[src/rtl/inst_queue_pkg.sv]
// Shared widths and depth for the instruction queue and its neighbours in the front end.
package inst_queue_pkg;

    localparam int InstWidth = 32;
    localparam int AddrWidth = 32;
    localparam int IQ_SIZE   = 16;

    typedef struct packed {
        logic [InstWidth-1:0] inst;
        logic [AddrWidth-1:0] pc;
    } iq_entry_t;

endpackage

[src/rtl/inst_queue.sv]
// Show-ahead circular instruction FIFO between fetch and decode, flushed on misprediction.
module inst_queue
    import inst_queue_pkg::*;
#(
    parameter int IQ_SIZE  = inst_queue_pkg::IQ_SIZE,
    parameter int IQ_PTR_W = 4
) (
    input  logic                 clk,
    input  logic                 rst,
    input  logic                 rdy,
    input  logic                 IF_inst_valid,
    input  logic [InstWidth-1:0] IF_inst,
    input  logic [AddrWidth-1:0] IF_pc,
    output logic                 IQ_is_full,
    output logic                 IQ_inst_valid,
    output logic [InstWidth-1:0] IQ_inst,
    output logic [AddrWidth-1:0] IQ_pc,
    input  logic                 IQ_enable,
    input  logic                 ROB_clear
);

    localparam logic [IQ_PTR_W:0] FULL_CNT = IQ_SIZE[IQ_PTR_W:0];

    iq_entry_t            mem [IQ_SIZE];
    logic [IQ_PTR_W-1:0]  head;
    logic [IQ_PTR_W-1:0]  tail;
    logic [IQ_PTR_W:0]    count;
    logic                 push;
    logic                 pop;

    // Full comes only from registers, so a pop never frees a slot in the same cycle.
    assign IQ_is_full    = (count == FULL_CNT);
    assign IQ_inst_valid = (count != '0);
    assign IQ_inst       = IQ_inst_valid ? mem[head].inst : '0;
    assign IQ_pc         = IQ_inst_valid ? mem[head].pc   : '0;

    assign push = IF_inst_valid && !IQ_is_full    && rdy && !ROB_clear;
    assign pop  = IQ_enable     &&  IQ_inst_valid && rdy && !ROB_clear;

    always_ff @(posedge clk) begin
        if (!rst) begin
            head  <= '0;
            tail  <= '0;
            count <= '0;
        end else if (rdy) begin
            if (ROB_clear) begin
                head  <= '0;
                tail  <= '0;
                count <= '0;
            end else begin
                if (push) tail <= tail + 1'b1;
                if (pop)  head <= head + 1'b1;
                if (push && !pop)      count <= count + 1'b1;
                else if (pop && !push) count <= count - 1'b1;
            end
        end
    end

    // Storage has no reset; stale contents are masked by count.
    always_ff @(posedge clk) begin
        if (rst && push) mem[tail] <= '{inst: IF_inst, pc: IF_pc};
    end

endmodule

[config.mk]
export PLATFORM = sky130hd
export DESIGN_NAME = inst_queue
export DESIGN_NICKNAME = d
export VERILOG_FILES = /design/src/rtl/inst_queue_pkg.sv /design/src/rtl/inst_queue.sv
export SDC_FILE = /design/constraint.sdc
export NUM_CORES = 1
export LEC_CHECK = 0
export ABC_AREA = 1
export ABC_CLOCK_PERIOD_IN_PS = 5030
export CELL_PAD_IN_SITES_DETAIL_PLACEMENT = 1
export CELL_PAD_IN_SITES_GLOBAL_PLACEMENT = 2
export CORE_AREA = 2 2 308 386
export CTS_CLUSTER_SIZE = 24
export DETAILED_ROUTE_END_ITERATION = 12
export DIE_AREA = 0 0 310 388
export PLACE_DENSITY = 0.75
export SETUP_SLACK_MARGIN = 0.1
export SLEW_MARGIN = 10
export SYNTH_ARGS = -nofsm -noshare
export SYNTH_HDL_FRONTEND = slang
export SYNTH_SLANG_ARGS = --single-unit
[constraint.sdc]
create_clock -name clk -period 5.03 [get_ports clk]
set_input_delay 1.509 -clock clk [delete_from_list [all_inputs] [get_ports clk]]
set_output_delay 1.509 -clock clk [all_outputs]
set_load 0.005 [all_outputs]
==> results by group, run 1 <==
Status
  • Status: finished clean

Global route
  • GRT Overall Usage: a little under a fifth
  • GRT overflow: 0
  • Vias in the first global route: 26450
  • First-pass GRT wire length: 170500 µm
  • Largest net degree at the start of global routing: between 150 and 200
  • Initial antenna violation count: 9

Synthesis
  • Area leader, netlist: edfxtp_1
  • Cell area after synthesis: approximately 0.041 mm²
  • Compound-Gate Fraction of Synth Area: between 10 and 15%
  • Mapped Cells: between 2000 and 3000
  • Synth Area in Adders: less than 1%
  • Post-synthesis simple-gate area fraction: around 6.2%
  • Synth Flop Type: edfxtp_1
  • #FFs+latches synth: 1041
  • Mux contribution to synthesized area: 0%
  • Xor/xnor share of the synthesized area: less than 1%
  • Combinational family with the most area after synthesis: compound AO/OA/AOI/OAI gates
  • Async SR Flop Fraction: 0%
  • Sequential share of the synthesized area: between 70% and 80%
  • Post-Syn Nets: about 2900
  • Syn Area/Cell: approximately 14 µm²
  • Post-synth EDFFs: 1024
  • Yosys warning count: 0
  • Most common cell in the synthesized netlist: edfxtp_1
  • Post-synth top cells: edfxtp_1 (1024), nor2_1 (534), o21ai_0 (434)
  • Synth cell types: 33
  • Ranking of synthesized cells by area: edfxtp_1 (76%), o21ai_0 (5.3%), nor2_1 (4.9%)
  • Yosys top cell area share: between 70% and 80%

Floorplan
  • Ports: 136
  • Die area: 0.1203 mm²
  • Initial Utilization: between 30% and 40%
  • Row Count: 140
  • Chip height: 388 µm
  • Core area: about 0.12 mm²
  • DIE WIDTH: 310 µm

Routing
  • Via Count: between 20000 and 30000
  • WL per Instance: ~25 µm
  • Antenna-violating nets left: 0
  • DRC Markers: 0
  • DR pass1 iterations: 5
  • Final WL: about 110000 µm
  • Iter 0 DRT Violations: ~2200
  • Via density: roughly 5.5

Power and ir drop
  • Pwr dens: roughly 380 mW/mm²
  • Power Total: about 18 mW
  • Static Leak: about 15 nW
  • VDD IR max: between 200 and 300 µV

Job
  • Maxcap violations: 0

Worst setup path
  • Capturing element type of the critical path: primary output
  • Critical Path RT: 3.52 ns
  • CP max FO: 33
  • Crit path kind: reg2out
  • WP data arrival: ~3.3 ns
  • Startpoint types: flop

Clock tree
  • Root buf cell: clkbuf_16
  • Clock tree buffer depth: 3
  • Clk_lat worst skew: approximately 0.69 ns
  • CTS HTree Levels: 3
  • Clock sink count: 1041
  • Post-CTS Hold Buffers: 0
  • Clock Pin Slew Worst Setup and Hold Paths: 0.06 ns
  • CTS tree: built
  • CTS Buf Count: 99

Place
  • Routability cong.: ~0.72
  • Place WS: ~0.62 ns
  • IO Port Bufs: around 140
  • DP HPWL: between 50000 and 60000 µm

Timing
  • Final Cycle Share: 95.20%
  • Fin. Hold Viols: 0
  • Minimum clock period: around 4.8 ns
  • # setup viols final: 0
  • Worst slew pin tran: 1.087 ns
  • Fmax: around 0.21 GHz
  • Rel. slew slack: approximately 28%
  • Slew Viols, Final: 0
  • Fin Hold WS: 0.4901 ns
  • Layout Skew: around 0.019 ns
  • RSZ-0062 raised after global routing: yes
  • Setup ws final: roughly 0.24 ns

Hold path
  • Worst hold path class: reg2reg

Layout
  • Nets: 3035
  • FILL cells: approximately 12000
  • Area Growth Syn to Fin: 16.45%
  • Share of cells above drive strength 1: roughly 8.3%
-- sequential cells by signal, summed over array words and instances, names as in the netlist, named ones only --
register  count
head          4
count         5
tail          4
mem        1024
-- stage by stage --
stage | std cells | setup TNS, ns | area, µm² | util (%)
floorplan | 2861 | -363.21 | 40640 | -
global placement | 4409 | 0 | 43970 | 37.81
detailed placement | 4409 | 0 | 43970 | 37.81
CTS | 4587 | 0 | 47220 | 40.60
global route | 4594 | 0 | 47330 | 40.69
finish | 4594 | 0 | 47330 | 40.69
-- routing by layer --
metal	global-route usage, %	part of all wire [%]
met4	5.665	2.2
met5	0	0.068
met1	25.36	44
met3	2.973	4.8
met2	31.31	49
-- critical path, stage by stage (launching register included) --
cell	delay (ns)
dfxtp_4	0.64
buf_4	0.45
o21ai_0	0.22
o221ai_1	0.23
o211ai_1	0.11
a21oi_1	0.37
clkdlybuf4s50_1	0.57
-- area by class of cell --
class	instances	area (µm²)	area share, %
Clock inverter	56	538.0	1.137
Multi-Input combinational cell	1582	8444	17.84
Timing Repair Buffer	210	2520	5.324
Tap cell	1562	1954	4.129
Antenna cell	2	5.005	0.01057
Inverter	21	120.1	0.2538
Clock buffer	120	2641	5.581
Sequential cell	1041	31100	65.72
-- worst paths after layout --
kind	from	end	slack [ns]	cells past startpoint
max	flop	IQ_inst[13]	0.24	6
min reg2reg	head[3]	flop	0.49	2
min	head[3]	flop	0.49	2
max reg2reg	count[0]	mem[12][4]	2.34	7
-- logic make-up (layout without fill, tap and decap cells) --
group / Yosys count / after routing
flops: 1041 / 1041
compound gates: 923 / 923
simple gates: 645 / 645
buf+inv: 238 / 407
fa+ha+maj: 10 / 10
xor+xnor: 4 / 4
other cells: 0 / 2
-- placed cells by master, fill, tap and decap left out, types with 2 or more instances in the layout --
cell             count
o211ai_1            69
o21ai_0            434
o22ai_1             69
nor2_4              16
o21ai_1             82
buf_6                4
clkinvlp_4           3
inv_1               14
ha_1                 9
clkinv_1            24
a21oi_1             73
buf_12              44
nor2_1             518
a21oi_2              8
o221ai_1           186
nand3_2              2
edfxtp_1          1024
clkdlybuf4s50_1    135
dfxtp_1             13
xor2_1               3
nand3_1             65
nand4_1              4
diode_2              2
nand2_1             38
buf_16               2
clkbuf_16          103
buf_4               25
clkinv_2            17
inv_4                3
bufinv_16           11
dfxtp_4              4
clkbuf_1            17
-- power by group --
group	switching (mW)	internal [mW]	leakage [nW]
clock	3.19	4.27	1.55
sequential	0.00847	9.54	9.35
combinational	0.524	0.289	3.64
total	3.72	14.1	14.5
-- timing repair --
item | in CTS | in global routing
endpoints found under the setup margin | 38 | 27
pin swaps | 0 | 0
hold endpoints to repair | 0 | 0
setup buffers | 2 | 5
resized for setup | 7 | 6
No activity file was read; power rests on OpenSTA's default activity.
==> run 2, diff against run 1 <==
CAP_MARGIN = 20   (was not set)
==> results of run 2 <==
No change in the layout: final DEF, timing and power equal those of run 1.
==> run 3, diff against run 2 <==
SLEW_MARGIN = 30   (was 10)
==> run 3 against run 2 <==
Die area is the same. Clock power shrank 3%. Clock skew grew 0.0046 ns. Critical path depth is the same. Flip-flop and latch count is the same. Highest routed layer unchanged. Maximum frequency shrank 2.0%. Critical endpoint is now IQ_inst[20]. Sequential power is essentially flat. Combinational power shrank 1%. Final area shrank 0.32%. Count of clock-buffer cells in the layout grew 13. Global-route usage grew 0.080 points. Cell count is essentially flat.
==> results by group, run 3 (same netlist as run 1, synthesis figures left out) <==
Timing
  • Rel. slew slack: 36.56% (was 27.57%)
  • Setup ws final: 0.1455 ns (was 0.2416 ns)
  • Final Cycle Share: 97.11% (was 95.20%)
  • Layout Skew: 0.02381 ns (was 0.01919 ns)
  • Minimum clock period: 4.884 ns (was 4.788 ns)
  • # setup viols final: 0 (unchanged)
  • Fin. Hold Viols: 0 (unchanged)
  • Worst slew pin tran: 0.9516 ns (was 1.087 ns)
  • Fmax: 0.2047 GHz (was 0.2088 GHz)
  • TNS Setup: 0 ns (unchanged)
  • Slew Viols, Final: 0 (unchanged)
  • RSZ-0062 raised after global routing: yes (unchanged)

Layout
  • Largest register by flop count: mem (unchanged)
  • Largest registers: mem: 1024 flops, count: 5 flops (unchanged)
  • Area Growth Syn to Fin: 16.07% (was 16.45%)
  • Multi-input combinational cell area: 0.008433 mm² (was 0.008444 mm²)
  • Register area: 0.03110 mm² (unchanged)
  • Commonest non-fill, non-tap cell in the layout: edfxtp_1 (unchanged)
  • Commonest non-fill, non-tap cells in the layout: edfxtp_1 (1024), nor2_1 (518), o21ai_0 (434), o221ai_1 (186), clkdlybuf4s50_1 (135) (unchanged)
  • Share of cells above drive strength 1: 7.827% (was 8.251%)
  • Fin area: 0.04718 mm² (was 0.04733 mm²)
  • Max reg flops: 1024 (unchanged)
  • Nets: 3032 (was 3035)
  • FILL cells: 11860 (was 11870)

Hold path
  • Hold Startpoint: head[3] (unchanged)
  • Hold Path Stages: 2 (unchanged)
  • Worst hold path class: reg2reg (unchanged)

Clock tree
  • Clock Pin Slew Worst Setup and Hold Paths: 0.06 ns (about the same)
  • Root buf cell: clkbuf_16 (unchanged)
  • CTS Buf Count: 98 (was 99)
  • Clk_lat worst skew: 0.68 ns (was 0.69 ns)
  • Clock tree buffer depth: 3 (unchanged)
  • CTS tree: built (unchanged)
  • Post-CTS Hold Buffers: 0 (unchanged)
  • Clock sink count: 1041 (unchanged)
  • CTS HTree Levels: 3 (unchanged)

Routing
  • Iter 0 DRT Violations: 2329 (was 2179)
  • Antenna-violating nets left: 0 (unchanged)
  • WL per Instance: 24.95 µm (was 24.88 µm)
  • Via density: 5.484 (was 5.482)
  • Final WL: 114600 µm (was 114300 µm)
  • Via Count: 25180 (about the same)
  • DRC Markers: 0 (unchanged)
  • DR pass1 iterations: 5 (unchanged)

Global route
  • Initial antenna violation count: 9 (unchanged)
  • GRT overflow: 0 (unchanged)
  • GRT Overall Usage: 18.93% (was 18.85%)
  • First-pass GRT wire length: 170700 µm (was 170500 µm)
  • Largest net degree at the start of global routing: 132 (was 188)
  • Vias in the first global route: 26430 (was 26450)

Floorplan
  • Die area: 0.1203 mm² (unchanged)
  • Core area: 0.1163 mm² (unchanged)
  • Ports: 136 (unchanged)
  • Chip height: 388 µm (unchanged)
  • DIE WIDTH: 310 µm (unchanged)
  • Row Count: 140 (unchanged)
  • Initial Utilization: 34.94% (unchanged)

Power and ir drop
  • Pwr dens: 373.5 mW/mm² (was 376.5 mW/mm²)
  • VDD IR max: 287.3 µV (was 267.3 µV)
  • Static Leak: 14.46 nW (was 14.53 nW)
  • Power Total: 17.62 mW (was 17.82 mW)

Place
  • Post-placement cell area: 0.04400 mm² (was 0.04397 mm²)
  • DP HPWL: 54970 µm (was 54730 µm)
  • IO Port Bufs: 135 (unchanged)
  • Routability cong.: 0.7231 (unchanged)
  • Place WS: 0.6332 ns (was 0.6240 ns)

Worst setup path
  • Startpoint types: flop (unchanged)
  • R2r setup slk: 2.36 ns (was 2.34 ns)
  • Peak per-stage delay on the critical path: 0.66 ns (was 0.64 ns)
  • WP data arrival: 3.38 ns (was 3.28 ns)
  • CP max FO: 33 (unchanged)
  • FF-to-FF path depth: 7 (unchanged)
  • CP max stage cell: dfxtp_4 (unchanged)
  • Capturing element type of the critical path: primary output (unchanged)
  • Worst reg2reg path endpoint: mem[12][7] (was mem[12][4])
  • Critical Path RT: 3.52 ns (about the same)
  • Crit path kind: reg2out (unchanged)
  • R2R Path Start: count[0] (unchanged)
  • Worst-path cell chain: buf_4 -> o21ai_0 -> o221ai_1 -> o211ai_1 -> a21oi_1 -> clkdlybuf4s50_1 (unchanged)

Status
  • Status: finished clean (unchanged)

Job
  • Maxcap violations: 0 (unchanged)
run 3: cell types whose count changed in the layout (fill, tap and decap cells not counted), moves of 3 or more:
cell,change
clkinv_1,-6
a21oi_2,-3
bufinv_16,-3
buf_16,+3
a21oi_1,+3
clkbuf_16,-3
clkbuf_1,+14
clkinv_2,-5
buf_12,-5
run 3: report_power, final:
part	internal, mW	switching (mW)	total, mW
combinational	0.284	0.520	0.804
sequential	9.54	0.0118	9.55
clock	4.09	3.18	7.27
total	13.9	3.71	17.6
run 3: metrics by stage:
stage,util (%),hold slack [ns],instances
after floorplan,-,0.4609,2861
after global placement,37.81,0.4817,4409
after detailed placement,37.83,0.4875,4410
after CTS,40.55,0.4977,4590
after global routing,40.56,0.5269,4592
final,40.56,0.4916,4592
run 3: worst max path at each step:
stage,startpoint,depth (start not counted),end,slack [ns]
6_report,flop,6,IQ_inst[20],0.15
5_1_grt,flop,6,IQ_pc[14],0.02
4_1_cts,flop,6,IQ_pc[20],0.10
3_5_place_dp,flop,6,IQ_pc[15],0.63
3_3_place_gp,flop,6,IQ_pc[15],0.62
2_1_floorplan,rdy,7,mem[0][0],-0.35
run 3: critical path, delay by kind of cell (launching register included):
family | cells | cell delay (ns)
AOI/OAI and AO/OA | 4 | 0.96
buffers and inverters | 2 | 1.06
DFF | 1 | 0.66
run 3: final cells by class:
type / instances / area share [%]
inverter: 21 / 0.2334
timing repair inverter: 1 / 0.01857
clock buffer: 133 / 5.609
multi-input combinational: 1582 / 17.88
tap: 1562 / 4.143
timing repair buffer: 207 / 5.281
clock inverter: 43 / 0.8938
sequential: 1041 / 65.93
antenna: 2 / 0.01061
run 3: timing repair:
| item | 4_1_cts | 5_1_grt |
|---|---|---|
| buffers inserted | 3 | 0 |
| cloned | 1 | 0 |
| gates resized for setup | 5 | 3 |
| setup endpoints to repair | 38 | 23 |
run 3: routing by layer:
| metal | vias to the layer above | global-route usage [%] | wire (µm) |
|---|---|---|---|
| li1 | 11210 | - | - |
| met5 | - | 0 | 69 |
| met2 | 587 | 30.98 | 55590 |
| met4 | 12 | 5.859 | 2676 |
| met1 | 13200 | 25.71 | 50790 |
| met3 | 169 | 3.142 | 5447 |
